File: src/rtl/theta_sweep_ctrl.sv
// theta_sweep_ctrl: commanded sweep sequencer for the SSPWM theta index.
// Steps theta 0..THETA_MAX at a programmable prescaled rate for a programmed
// number of sweeps, with optional dwell at theta=0 between sweeps.
// Optional build macro THETA_UPDOWN_EN selects a triangle sweep
// (0 -> THETA_MAX -> 0) instead of the default sawtooth.
module theta_sweep_ctrl #(
  parameter int unsigned THETA_W   = 7,
  parameter int unsigned THETA_MAX = 88,
  parameter int unsigned DIV_W     = 16,
  parameter int unsigned DWELL_W   = 20
) (
  input  logic               clk,
  input  logic               rst_n,
  input  logic               start,
  input  logic               stop,
  input  logic [DIV_W-1:0]   div_val,
  input  logic [DWELL_W-1:0] dwell_val,
  input  logic [7:0]         sweeps,
  output logic [THETA_W-1:0] theta,
  output logic               theta_valid,
  output logic               wrap,
  output logic               busy,
  output logic               done
);

  localparam int unsigned CNT_W = 8;
  localparam logic [THETA_W-1:0] THETA_LAST = THETA_W'(THETA_MAX);

  typedef enum logic [1:0] {
    IDLE  = 2'd0,
    RUN   = 2'd1,
    DWELL = 2'd2,
    DONE  = 2'd3
  } state_e;

  state_e state, state_d;

  // Shadow configuration, prescaler and dwell/sweep counters
  logic [DIV_W-1:0]   div_q, div_d;
  logic [DWELL_W-1:0] dwell_q, dwell_d;
  logic [CNT_W-1:0]   sweeps_q, sweeps_d;
  logic [DIV_W-1:0]   presc, presc_d;
  logic [DWELL_W-1:0] dcnt, dcnt_d;
  logic [CNT_W-1:0]   sweep_cnt, sweep_cnt_d;

  // Next values of the registered outputs
  logic [THETA_W-1:0] theta_d, theta_step;
  logic               theta_valid_d, wrap_d, busy_d, done_d;

  // Decoded conditions
  logic [DIV_W-1:0]   div_m1;
  logic               accept, step, sweep_end, last_sweep, dwell_end;

`ifdef THETA_UPDOWN_EN
  logic dir_down, dir_d, dir_step;
`endif

  // Decode step/sweep/dwell conditions from the current registers
  always_comb begin
    div_m1     = (div_q == '0) ? '0 : div_q - DIV_W'(1);
    accept     = (state == IDLE) && start && !stop;
    step       = (state == RUN) && (presc == div_m1);
`ifdef THETA_UPDOWN_EN
    sweep_end  = step && dir_down && (theta == THETA_W'(1));
`else
    sweep_end  = step && (theta == THETA_LAST);
`endif
    last_sweep = (sweeps_q != '0) && (CNT_W'(sweep_cnt + CNT_W'(1)) == sweeps_q);
    dwell_end  = (dcnt == DWELL_W'(dwell_q - DWELL_W'(1)));
  end

  // State register
  always_ff @(posedge clk or negedge rst_n) begin
    if (!rst_n) state <= IDLE;
    else        state <= state_d;
  end

  // Next-state logic; stop overrides every other transition
  always_comb begin
    state_d = state;
    case (state)
      IDLE:  if (accept) state_d = RUN;
      RUN: begin
        if (stop) begin
          state_d = IDLE;
        end else if (sweep_end) begin
          if (last_sweep)           state_d = DONE;
          else if (dwell_q != '0)   state_d = DWELL;
          else                      state_d = RUN;
        end
      end
      DWELL: begin
        if (stop)           state_d = IDLE;
        else if (dwell_end) state_d = RUN;
      end
      DONE:    state_d = IDLE;
      default: state_d = IDLE;
    endcase
  end

  // Theta stepping rule (sawtooth or triangle)
  always_comb begin
    theta_step = theta;
`ifdef THETA_UPDOWN_EN
    dir_step = dir_down;
    if (dir_down) begin
      theta_step = theta - THETA_W'(1);
      if (theta == THETA_W'(1)) dir_step = 1'b0;
    end else begin
      theta_step = theta + THETA_W'(1);
      if (THETA_W'(theta + THETA_W'(1)) == THETA_LAST) dir_step = 1'b1;
    end
`else
    theta_step = (theta == THETA_LAST) ? '0 : theta + THETA_W'(1);
`endif
  end

  // Output/datapath next values, derived from current and next state
  always_comb begin
    div_d         = div_q;
    dwell_d       = dwell_q;
    sweeps_d      = sweeps_q;
    sweep_cnt_d   = sweep_cnt;
    presc_d       = '0;
    dcnt_d        = '0;
    theta_d       = '0;
    theta_valid_d = (state_d == RUN);
    busy_d        = (state_d == RUN) || (state_d == DWELL);
    wrap_d        = sweep_end && !stop;
    done_d        = (state == DONE) && !stop;
`ifdef THETA_UPDOWN_EN
    dir_d         = 1'b0;
`endif

    if (accept) begin
      div_d       = div_val;
      dwell_d     = dwell_val;
      sweeps_d    = sweeps;
      sweep_cnt_d = '0;
    end else if (sweep_end && (sweep_cnt != '1)) begin
      sweep_cnt_d = sweep_cnt + CNT_W'(1);
    end

    if (state_d == RUN) begin
      theta_d = step ? theta_step : theta;
`ifdef THETA_UPDOWN_EN
      dir_d   = step ? dir_step : dir_down;
`endif
      if ((state == RUN) && !step) presc_d = presc + DIV_W'(1);
    end

    if ((state == DWELL) && (state_d == DWELL)) dcnt_d = dcnt + DWELL_W'(1);
  end

  // Datapath and output registers
  always_ff @(posedge clk or negedge rst_n) begin
    if (!rst_n) begin
      div_q       <= '0;
      dwell_q     <= '0;
      sweeps_q    <= '0;
      presc       <= '0;
      dcnt        <= '0;
      sweep_cnt   <= '0;
      theta       <= '0;
      theta_valid <= 1'b0;
      wrap        <= 1'b0;
      busy        <= 1'b0;
      done        <= 1'b0;
    end else begin
      div_q       <= div_d;
      dwell_q     <= dwell_d;
      sweeps_q    <= sweeps_d;
      presc       <= presc_d;
      dcnt        <= dcnt_d;
      sweep_cnt   <= sweep_cnt_d;
      theta       <= theta_d;
      theta_valid <= theta_valid_d;
      wrap        <= wrap_d;
      busy        <= busy_d;
      done        <= done_d;
    end
  end

`ifdef THETA_UPDOWN_EN
  // Sweep direction; low means counting up
  always_ff @(posedge clk or negedge rst_n) begin
    if (!rst_n) dir_down <= 1'b0;
    else        dir_down <= dir_d;
  end
`endif

endmodule
File: config.mk
export PLATFORM = sky130hd
export DESIGN_NAME = theta_sweep_ctrl
export DESIGN_NICKNAME = d
export VERILOG_FILES = /design/src/rtl/theta_sweep_ctrl.sv
export SDC_FILE = /design/constraint.sdc
export NUM_CORES = 1
export LEC_CHECK = 0
export CAP_MARGIN = 30
export CORE_MARGIN = 2
export CORE_UTILIZATION = 45
export DETAILED_ROUTE_END_ITERATION = 16
export PLACE_DENSITY = 0.65
export SYNTH_ARGS = -nofsm -noshare
export SYNTH_HDL_FRONTEND = slang
export SYNTH_SLANG_ARGS = --single-unit
File: constraint.sdc
create_clock -name clk -period 5.75 [get_ports clk]
set_clock_uncertainty 0.1 [all_clocks]
set_input_delay 0.575 -clock clk [delete_from_list [all_inputs] [get_ports clk]]
set_output_delay 0.575 -clock clk [all_outputs]
set_load 0.03 [all_outputs]
[Yosys cells after proc, flatten, opt, wreduce, memory -nomap -nowiden]
Cells that the tools add are included.
Word-level totals
  bits in registers: 101
  input bits: 48
  output and inout bits: 11
  word-level logic and storage cells: 64
Cells by class
  add/subtract/negate cells: 6
  equality and inequality tests: 11
  mux-type cells: 17
  reduce and logical (&&, ||, !) cells: 18
Operators by type and width (number)
  16-bit 2-to-1 mux: 3
  7-bit 2-to-1 mux: 3
  20-bit by 1-bit adder with 20-bit output, second input constant: 1
  20-bit == test: 1
  20-bit 2-to-1 mux: 1
  20-bit nonzero test: 1
  20-bit by 1-bit subtractor with 20-bit output, second input constant: 1
  16-bit by 1-bit adder with 16-bit output, second input constant: 1
  16-bit == test: 1
  16-bit zero test: 1
  8-bit 2-to-1 mux: 2
  16-bit by 1-bit subtractor with 16-bit output, second input constant: 1
  2-bit 2-to-1 mux: 7
  1-bit logical AND: 10
  8-bit by 1-bit adder with 8-bit output, second input constant: 1
  8-bit == test: 1
  8-bit inequality test, second input constant: 1
  2-bit one-hot mux with 4 select lines: 1
  8-bit nonzero test: 1
  7-bit by 1-bit adder with 7-bit output, second input constant: 1
  7-bit == test, second input constant: 1
  2-bit == test, second input constant: 3
  2-bit by 1-bit == test with 1-bit output, second input constant: 2
  1-bit zero test: 2
  other kinds (4): 4

[Depth between registers and ports, before layout]
  depth in word-level cells: 11
  gate-level depth with buffers: 17
  depth with buffers taken out: 13

[Worst setup path after synthesis]
OpenSTA, ideal clock, no wires.
  path kind: reg-to-reg
  from: reg div_q[0]
  to: reg presc[10]
  setup time: 0.134 ns
  arrival time: 4.133 ns
  data required time: 5.516 ns
  path slack: 1.382 ns
  cell stages (with the launch flop): 18
  path buffers: 4
  clock period less this slack: 4.368 ns
  cells stage by stage: dfrtp_1 > inv_1 > ha_1 > or3b_2 > clkbuf_1 > or4_4 > buf_6 > or3_1 > nand4_1 > nand4_1 > or4b_1 > buf_4 > or2_1 > o21a_1 > ha_1 > nand2_1 > clkbuf_1 > nor3_1
On the way
  cells in the longest elaborated chain, start to end: 10
  elaborated cells between the ends (all ways): 14
  classes of those cells: 1 x add/sub; 2 x eq/ne; 6 x mux; 5 x reduce/logical
RTL lines
  start: declaration: RTL line 39  | logic [DIV_W-1:0] div_q, div_d;
  start signal: assignment: RTL line 170  | div_q <= div_d;
  16-bit by 1-bit subtractor with 16-bit output / 16-bit zero test (equally long branches): RTL line 60  | div_m1 = (div_q == '0) ? '0 : div_q - DIV_W'(1);
  16-bit 2-to-1 mux *: RTL line 60
  16-bit == test *: RTL line 62  | step = (state == RUN) && (presc == div_m1);
  1-bit logical AND *: RTL line 62
  1-bit logical AND *: RTL line 66  | sweep_end = step && (theta == THETA_LAST);
  2-bit 2-to-1 mux *: RTL line 86  | end else if (sweep_end) begin
  2-bit 2-to-1 mux *: RTL line 84  | if (stop) begin
  2-bit one-hot mux with 4 select lines *: RTL line 81  | case (state)
  2-bit by 1-bit == test with 1-bit output *
  net theta_valid_d: RTL line 48  | logic theta_valid_d, wrap_d, busy_d, done_d;
  16-bit 2-to-1 mux *: RTL line 144  | if (state_d == RUN) begin
  net presc_d[10]: RTL line 42  | logic [DIV_W-1:0] presc, presc_d;
  end signal: assignment: RTL line 173  | presc <= presc_d;
  end: declaration: RTL line 42
The timed path passes the listed nets; every way through them passes the cells marked *.
A chain may end at the register's enable or synchronous reset.

[Final worst setup path]
  from: reg div_q[0]
  to: reg presc[15]
The elaborated chain is that of the path after synthesis.

==> out/qor.yml <==
status: "finished, final reports clean"
max_cap_viol_count: 0
wire_per_inst_um: 16.0
fp.coreArea_um2: 13800
hold_violations: 0
drc_errors: 0
post-dp-hpwl_um: 11100
grt_max_degree: 67
worst_pin_slew_ps: 899
slew_violations: 0
leakage_nw: 3.03
period_needed_ps: 4990
start_kind: "flop"
drive_gt1_frac: 0.0552
fin_crit_sh: 0.868
insertion_delay_ps: 360
clkSlewWorstSetupHoldPaths_ps: 70
die_w_um: 122
pre_cts_slack_ps: 852
arrival_ps: 5100
place_congestion: 0.966
ys_warn_count: 0
nets: 831
area_growth_pct: 15.4
rsz0062_at_grt: "false"
required_ps: 5860
n_antenna_cell: 0
synth-seq-area-share: 0.400
rows: 43
cts_setup_buffers: 0
ys_types: 72
final_common_cell: "nand2_1"
yosysTopAreaCellShare: 0.400
use_met3: 0.0488
hold_buffers: 0
syn_area_um2: 6310
initial_core_util: 0.458
relSlewSlack: 0.395
reg2reg_setup_slack_ps: 760
met1_usage: 0.274
dieArea_um2: 15000
vias: 5468
ys_ff_latch: 101
cts_buffers: 9
h-tree-depth: 3
gr-usage-met2: 0.375
grt_pass1_vias: 5331
fin_util: 0.529
power.density_nw_per_um2: 253
peakVddDrop_mv: 0.163
hp-class: "in -> async"
cts_tree: "done"
crit_path_end_kind: "flop"
max_freq_mhz: 200
clk_path_buf_depth: 2
synthCells: 742
drt_iter0_drc: 323
synth.avg_cell_area_um2: 8.51
antenna_found_initial: 0
ys_async_sr_fraction: 1.00
syn-num-nets: 799
setup-tns-final_ps: 0
fp.dieH_um: 122
grt_pass1_wl_um: 26100
layout_setup_ws_ps: 759
setup_viol: 0
grt_overflow: 0
dr.pass1.iters: 5
ys_top_cells_by_area: "dfrtp_1 (40%), nand2_1 (9.1%), xnor2_1 (5.4%)"
yosysTopAreaCell: "dfrtp_1"
root_buffer: "clkbuf_16"
io_pins: 59
ys.flop_type: "dfrtp_1"
busiest_layer: "met2"
clock_sinks: 101
layout_common_cells: "nand2_1 (153), dfrtp_1 (101), clkdlybuf4s50_1 (57), nor2_1 (42), xnor2_1 (39)"
wl_um: 15300
routed_via_density: 5.70
synth-edff-count: 0
cts-resized-gates: 0
setup.worst_path.class: "reg -> reg"
track_usage: 0.219
cp_max_fo: 18
port_buffers: 58
drtAntennaViolNets: 0
## kinds of logic after synthesis
kind of cell               count (synthesis)  synth area share
and+or+nand+nor                          380             0.300
AOI/OAI and AO/OA                        102             0.112
DFF                                      101             0.400
xor gates and xnor gates                  76             0.108
buffers and inverters                     61            0.0410
muxes                                     13            0.0212
adders and majority gates                  9            0.0178
## final timing paths
check | startpoint | end | cells after the start
max reg2reg | div_q[0] | presc[15] | 14
max in group asynchronous | rst_n | dwell_q[3] | 2
min | rst_n | div_q[11] | 1
min in group clk | sweeps_q[5] | sweeps_q[5] | 2
max | div_q[0] | presc[15] | 14
min reg2reg | sweeps_q[5] | sweeps_q[5] | 2
## report_power, final
part           total, W  internal (W)  switching (W)
clock          0.000633      0.000353       0.000280
sequential     0.000843      0.000762      0.0000807
combinational  0.000368      0.000170       0.000198
total           0.00184       0.00129       0.000559
## worst max-delay path, stage by stage (launching register included)
cell	delay (ps)
dfrtp_1	430
inv_1	150
ha_1	260
nor3b_1	700
xnor2_1	200
or4b_2	600
nand4_1	140
nand4_1	100
or4b_1	560
buf_4	230
or2_1	270
o21a_1	190
ha_1	370
nand2_1	430
nor3_1	110
## layout make-up
type                       instances  area (um^2)
timing repair buffer              64          623
clock buffer                      10          239
fill                            1314         6490
multi-input combinational        580         3530
clock inverter                     6         71.3
tap                              180          225
inverter                          18         67.6
sequential                       101         2530
## state kept, by name, indices dropped and copies added (netlist names)
signal and count:
presc 16, theta_valid 1, dwell_q 20, theta 7
sweep_cnt 8, state 2, dcnt 20, busy 1
div_q 16, wrap 1, sweeps_q 8, done 1
## cell usage after synthesis, types with 2 or more instances
library cell and count:
o32a_1 3, a21o_1 5, nand4b_1 2, o31ai_1 6, ha_1 9, buf_2 3, nor4b_1 2, xor2_1 36
dfrtp_1 101, clkbuf_1 34, nor3b_1 6, mux2i_1 10, or2_2 6, nand2_1 153, nand3_1 36, nand4_1 16
nand3b_1 6, nor4_1 13, xnor2_1 39, a21oi_1 15, a2111oi_0 4, inv_1 18, o21ai_0 27, buf_6 3
o2111ai_1 2, o221a_2 2, o41ai_1 4, and3_1 16, buf_1 2, a211oi_1 3, nor3_1 22, o211ai_1 4
or4_1 14, a22oi_1 2, and3b_1 2, or3b_2 2, a21boi_0 3, or3_1 17, nor2b_1 11, and2_1 4
o21ai_1 3, mux2_2 3, nor2_1 42, nand2b_1 3
## through the flow
step | power, W | std cells | cell area [um^2] | hold slack (ps)
floorplan | 0.00110 | 742 | 6310 | 179
global placement | 0.00121 | 943 | 6980 | 405
detailed placement | 0.00122 | 943 | 6980 | 409
CTS | 0.00186 | 959 | 7290 | 76.0
global route | 0.00194 | 959 | 7290 | 87.1
finish | 0.00184 | 959 | 7290 | 63.7
## layer usage
metal,vias up,wire (um),share of wire
li1,2669,-,-
met1,2659,6670,0.44
met2,109,7770,0.51
met3,31,541,0.035
met4,0,338,0.022
met5,-,0,0
No activity file was read; power rests on OpenSTA's default activity.
